[src/rtl/traffic_pkg.sv]
// Shared types and constants for the intersection phase scheduler.
package traffic_pkg;

    // Controller states; encoding 2'd3 is unused and treated as illegal.
    typedef enum logic [1:0] {
        ALLRED = 2'd0,
        GREEN  = 2'd1,
        YELLOW = 2'd2
    } state_t;

    // Phase indices on the req/green/yellow vectors.
    localparam logic [1:0] PH_NS  = 2'd0;
    localparam logic [1:0] PH_EW  = 2'd1;
    localparam logic [1:0] PH_NSL = 2'd2;
    localparam logic [1:0] PH_PED = 2'd3;

    // Default sizing and timing, all timing in 1 s ticks.
    localparam int DEF_N_PH     = 4;
    localparam int DEF_CW       = 4;
    localparam int DEF_T_RED    = 1;
    localparam int DEF_T_MINGRN = 4;
    localparam int DEF_T_MAXGRN = 15;
    localparam int DEF_T_YEL    = 3;

    // One-hot lamp mask for a phase index.
    function automatic logic [3:0] ph_onehot(input logic [1:0] ph);
        ph_onehot = 4'b0001 << ph;
    endfunction

endpackage

[src/rtl/traffic_phase_scheduler_rr_pick.sv]
// Round-robin finder: first set pending bit after 'last', wrapping, 'last' itself searched last.
module rr_pick (
    input  logic [3:0] pending,
    input  logic [1:0] last,
    output logic [1:0] next,
    output logic       valid
);

    logic [7:0] dbl_s;
    logic [2:0] base_s;
    logic [3:0] rot_s;
    logic [1:0] off_s;

    // Rotate pending so bit 0 is the phase after 'last', then priority-encode.
    always_comb begin
        dbl_s  = {pending, pending};
        base_s = {1'b0, last} + 3'd1;
        rot_s  = dbl_s[base_s +: 4];
        casez (rot_s)
            4'b???1: off_s = 2'd0;
            4'b??10: off_s = 2'd1;
            4'b?100: off_s = 2'd2;
            4'b1000: off_s = 2'd3;
            default: off_s = 2'd0;
        endcase
        next  = base_s[1:0] + off_s;
        valid = |pending;
    end

endmodule

[src/rtl/traffic_phase_scheduler.sv]
// Intersection scheduler: round-robin green among 4 phases with all-red,
// min/max green and yellow timing counted in tick strobes.
module traffic_phase_scheduler
    import traffic_pkg::*;
#(
    parameter int N_PH     = DEF_N_PH,
    parameter int CW       = DEF_CW,
    parameter int T_RED    = DEF_T_RED,
    parameter int T_MINGRN = DEF_T_MINGRN,
    parameter int T_MAXGRN = DEF_T_MAXGRN,
    parameter int T_YEL    = DEF_T_YEL
) (
    input  logic            clk,
    input  logic            clr_n,
    input  logic            tick,
    input  logic [N_PH-1:0] req,
    output logic [N_PH-1:0] green,
    output logic [N_PH-1:0] yellow,
    output logic            all_red,
    output logic [1:0]      cur_ph
);

    localparam int CWP = CW + 1;
    localparam logic [CW-1:0] RED_C    = CW'(T_RED);
    localparam logic [CW:0]   MINGRN_C = CWP'(T_MINGRN);
    localparam logic [CW:0]   MAXGRN_C = CWP'(T_MAXGRN);
    localparam logic [CW:0]   YEL_C    = CWP'(T_YEL);

    state_t          state_r, state_s;
    logic [CW-1:0]   count_r, count_s;
    logic [1:0]      cur_ph_r, cur_ph_s;
    logic [N_PH-1:0] pending_r, pending_s;

    logic [N_PH-1:0] cur_mask_s;
    logic [N_PH-1:0] other_s;
    logic [CW:0]     count_inc_s;
    logic [1:0]      pick_s;
    logic            pick_valid_s;

    assign cur_mask_s  = ph_onehot(cur_ph_r);
    assign other_s     = pending_r & ~cur_mask_s;
    assign count_inc_s = {1'b0, count_r} + CWP'(1);

    rr_pick u_rr_pick (
        .pending (pending_r),
        .last    (cur_ph_r),
        .next    (pick_s),
        .valid   (pick_valid_s)
    );

    // State, timer, served phase and latched demand registers.
    always_ff @(posedge clk or negedge clr_n) begin
        if (!clr_n) begin
            state_r   <= ALLRED;
            count_r   <= '0;
            cur_ph_r  <= PH_PED;
            pending_r <= '0;
        end else begin
            state_r   <= state_s;
            count_r   <= count_s;
            cur_ph_r  <= cur_ph_s;
            pending_r <= pending_s;
        end
    end

    // Next-state, timer and demand latching; the served phase never re-latches its own request.
    always_comb begin
        state_s   = state_r;
        count_s   = count_r;
        cur_ph_s  = cur_ph_r;
        pending_s = pending_r | (req & ~((state_r == GREEN) ? cur_mask_s : '0));
        case (state_r)
            ALLRED: begin
                if ((count_r >= RED_C) && pick_valid_s) begin
                    state_s   = GREEN;
                    count_s   = '0;
                    cur_ph_s  = pick_s;
                    pending_s = pending_s & ~ph_onehot(pick_s);
                end else if (tick && (count_r < RED_C)) begin
                    count_s = count_r + CW'(1);
                end else begin
                    count_s = count_r;
                end
            end
            GREEN: begin
                if (tick) begin
                    if ((count_inc_s >= MINGRN_C) && (other_s != '0) &&
                        (!req[cur_ph_r] || (count_inc_s >= MAXGRN_C))) begin
                        state_s = YELLOW;
                        count_s = '0;
                    end else if (count_inc_s <= MAXGRN_C) begin
                        count_s = count_inc_s[CW-1:0];
                    end else begin
                        count_s = count_r;
                    end
                end else begin
                    count_s = count_r;
                end
            end
            YELLOW: begin
                if (tick) begin
                    if (count_inc_s == YEL_C) begin
                        state_s = ALLRED;
                        count_s = '0;
                    end else begin
                        count_s = count_inc_s[CW-1:0];
                    end
                end else begin
                    count_s = count_r;
                end
            end
            default: begin
                state_s = ALLRED;
                count_s = '0;
            end
        endcase
    end

    // Lamp decode from the registered state and served phase.
    always_comb begin
        green  = '0;
        yellow = '0;
        case (state_r)
            GREEN:   green  = cur_mask_s;
            YELLOW:  yellow = cur_mask_s;
            default: begin
                green  = '0;
                yellow = '0;
            end
        endcase
        all_red = ~|(green | yellow);
    end

    assign cur_ph = cur_ph_r;

endmodule

[config.mk]
export PLATFORM = sky130hd
export DESIGN_NAME = traffic_phase_scheduler
export DESIGN_NICKNAME = d
export VERILOG_FILES = /design/src/rtl/traffic_pkg.sv /design/src/rtl/traffic_phase_scheduler_rr_pick.sv /design/src/rtl/traffic_phase_scheduler.sv
export SDC_FILE = /design/constraint.sdc
export NUM_CORES = 1
export LEC_CHECK = 0
export BUFFER_PORTS_ARGS = -buffer_cell sky130_fd_sc_hd__clkbuf_2
export CAP_MARGIN = 15
export CORE_UTILIZATION = 56
export CTS_CLUSTER_SIZE = 12
export DETAILED_ROUTE_END_ITERATION = 8
export PLACE_DENSITY = 0.85
export REMOVE_ABC_BUFFERS = 1
export SETUP_SLACK_MARGIN = 0.1
export SLEW_MARGIN = 10
export SYNTH_ARGS = -nofsm -noshare
export SYNTH_HDL_FRONTEND = slang
export SYNTH_SLANG_ARGS = --single-unit
[constraint.sdc]
create_clock -name clk -period 2.8 [get_ports clk]
set_input_delay 0.14 -clock clk [delete_from_list [all_inputs] [get_ports clk]]
set_output_delay 0.14 -clock clk [all_outputs]
set_load 0.05 [all_outputs]
==> metrics <==
CTS H-Tree Depth 1; post-CTS setup-driven buffer insertion count 0; total number of vias 1074; Critical Path Source cur_ph[0]; endpoints failing hold 0; Max Clk Rate 0.417 GHz; Setup TNS 0 ns; number of sinks handled by clock tree synthesis 12; # diodes 0; gpl congestion 0.904; number of detailed-routing iterations run before antenna repair 4; final core occ 0.690; share of async-settable or async-resettable flops after synthesis 1.00; cell area after synthesis 1140 um2; P_sw 910 uW; clock buffer count from CTS 3; number of different library cells in the post-synthesis netlist 46; sequential share of power 0.246; clock period minus final worst setup slack 2.40 ns; footprint of the multi-input gates 752 um2; endpoint required time on the critical path 3.01 ns; Net count, final 167; part of the Yosys area used for sequential elements 0.265; final setup vio count 0; Die W 47.2 um; Internal 707 uW; first-pass GRT wire length 4010 um; transition time at the pin with the least slew margin 0.618 ns; Critical Setup Path Class reg2reg; buffer levels on the longest clock path 2; number of port buffers 17; Worst-Skew Late Latency 0.27 ns; CP max FO 11; total half-perimeter wirelength after legalization and detailed placement 2030 um; Register Area 303 um2; cell taking the most area after synthesis sky130_fd_sc_hd__dfrtp_1; Fill cells 149; most used flip-flop cell after synthesis sky130_fd_sc_hd__dfrtp_1; largest voltage drop on the vdd net 0.679 mV; final routed wire length divided by cell count 14.8 um; P_leak 0.592 nW; CTS root buf sky130_fd_sc_hd__clkbuf_4; largest cells by area after synthesis sky130_fd_sc_hd__dfrtp_1 22%, sky130_fd_sc_hd__ha_1 9.9%, sky130_fd_sc_hd__a21oi_1 5.7%; Die Outline Area 2220 um2; fraction of synthesized cell area taken by the top area cell type 0.219; Placed Cells incl. Taps 170; final worst clock skew 0.00695 ns; worst slew margin relative to its limit 0.587; commonest cells in the netlist 13 x sky130_fd_sc_hd__a21oi_1, 13 x sky130_fd_sc_hd__inv_1, 11 x sky130_fd_sc_hd__nand2_1; crit path DAT 2.61 ns; aggregate global routing overflow 0; number of core rows 15; outcome finished, final reports clean; Min-Delay Path Class in2reg; Iter 0 DRT Violations 43; area growth from synthesis to final layout 9.97%; initial cell density of the core 0.627; clock tree from TritonCTS yes; origin of the worst min-delay path req[3]; clock edge transition at the registers on the reported setup and hold paths 0.07 ns; post-route total power 1.62 mW; count of yosys warnings during synthesis 0; Post-Syn Area per Cell 8.46 um2; maximum number of pins on one net before global-route repair 13; number of enable flip-flop cells after synthesis 0; initial antenna violation count 0; number of global-route vias before repair 911; antenna violation net count after detailed routing 0; global routing usage summed across all routing layers 0.263; clock share of power 0.065; via count normalized by instance count 6.14; unrepaired setup endpoints after global routing no; total count of max-transition violations in the final report 0; total wirelength of the detailed-routed design 2590 um; switching part of the total 0.563; Power Dens Cells 1290 nW/um2; height of the chip 47.2 um; launch point of the worst reg-to-reg path cur_ph[0]; DRC viols 0; final clock period utilization by the worst path 0.857; final non-filler cell total 175; proportion of layout cells with a drive suffix above 1 0.187; gate count of the mapped netlist 135; portion of total power attributed to combinational logic 0.689; I/O pin total 18; core region area 1820 um2; Crit. End Element flop; Critical Path Start Type flop; synthesis-stage register bit count 12; Max-cap violations 0
-- flip-flops by register name, indices dropped and copies added (netlist names) --
signal / count
cur_ph: 2
state_r: 2
count_r: 4
pending_r: 4
-- path summary, 6_finish.rpt --
check	to	slack, ns	cells past startpoint
setup / recovery	count_r[1]	0.40	8
hold / removal	pending_r[3]	0.17	3
setup reg to reg	count_r[1]	0.40	8
hold reg to reg	cur_ph[1]	0.57	2
max in group asynchronous	cur_ph[1]	2.23	2
min in group asynchronous	pending_r[2]	0.29	2
-- cell families (layout without fill, tap and decap cells) --
group | Yosys count | count (layout) | share of synthesized area
AOI/OAI and AO/OA | 40 | 40 | 0.265
xor gates and xnor gates | 4 | 4 | 0.0307
adders and majority gates | 10 | 10 | 0.107
buffers and inverters | 20 | 35 | 0.0767
DFF | 12 | 12 | 0.265
muxes | 2 | 2 | 0.0285
and+or+nand+nor | 47 | 47 | 0.227
-- layout make-up --
| class | count | share of cell area |
|---|---|---|
| Tap cell | 25 | 0.0249 |
| Sequential cell | 12 | 0.241 |
| Multi-Input combinational cell | 103 | 0.599 |
| Inverter | 13 | 0.0388 |
| Clock buffer | 4 | 0.0209 |
| Timing Repair Buffer | 18 | 0.0757 |
-- cell usage in the layout, fill, tap and decap left out, types with 2 or more instances in the layout --
cell / Yosys / routed
sky130_fd_sc_hd__nor2_1: 6 / 6
sky130_fd_sc_hd__xor2_1: 2 / 2
sky130_fd_sc_hd__dfstp_2: 2 / 2
sky130_fd_sc_hd__xnor2_1: 2 / 2
sky130_fd_sc_hd__inv_1: 13 / 13
sky130_fd_sc_hd__nand2_1: 11 / 11
sky130_fd_sc_hd__nor2b_1: 5 / 5
sky130_fd_sc_hd__nand3_1: 2 / 2
sky130_fd_sc_hd__clkbuf_4: 0 / 3
sky130_fd_sc_hd__a21oi_1: 13 / 13
sky130_fd_sc_hd__a32o_1: 3 / 3
sky130_fd_sc_hd__nand2b_1: 6 / 6
sky130_fd_sc_hd__a31oi_1: 2 / 2
sky130_fd_sc_hd__and2_1: 7 / 7
sky130_fd_sc_hd__clkbuf_2: 0 / 17
sky130_fd_sc_hd__ha_1: 9 / 9
sky130_fd_sc_hd__nor3_1: 5 / 5
sky130_fd_sc_hd__dfrtp_1: 10 / 10
sky130_fd_sc_hd__o21ai_0: 4 / 4
-- power groups by stage --
stage	clock (mW)	combinational [mW]	sequential (mW)
after global routing	0.118	1.22	0.412
after CTS	0.113	1.10	0.393
after detailed placement	0	1.09	0.396
after floorplan	0	0.831	0.410
final	0.105	1.11	0.398
after global placement	0	1.06	0.386
-- layer usage --
| layer | routed length [um] | GRT usage | share of wire |
|---|---|---|---|
| met5 | 0 | 0 | 0 |
| met4 | 26 | 0.126 | 0.010 |
| met3 | 146 | 0.0269 | 0.056 |
| met2 | 1220 | 0.392 | 0.47 |
| met1 | 1200 | 0.380 | 0.46 |
-- stage by stage --
step / cell area [um2] / setup WS (ns) / hold slack (ns)
finish: 1260 / 0.401 / 0.173
global route: 1260 / 0.253 / 0.188
CTS: 1260 / 0.421 / 0.156
detailed placement: 1220 / 0.440 / 0.0312
global placement: 1220 / 0.461 / 0.0278
floorplan: 1100 / 0.467 / -0.156
-- worst max-delay path, cell delays in order, from the launching register on --
cell and delay, ns:
sky130_fd_sc_hd__dfstp_2 0.66, sky130_fd_sc_hd__inv_1 0.14, sky130_fd_sc_hd__ha_1 0.25, sky130_fd_sc_hd__nand2b_1 0.15, sky130_fd_sc_hd__o2111a_1 0.16, sky130_fd_sc_hd__o21ba_1 0.24, sky130_fd_sc_hd__o21ai_2 0.11, sky130_fd_sc_hd__a311oi_1 0.41
sky130_fd_sc_hd__a32o_1 0.22
-- timing repair --
| action | CTS | global route |
|---|---|---|
| hold buffers | 1 | 0 |
| resized for setup | 0 | 0 |
| endpoints found under the hold margin | 12 | 0 |
(Power assumes the default switching activity.)
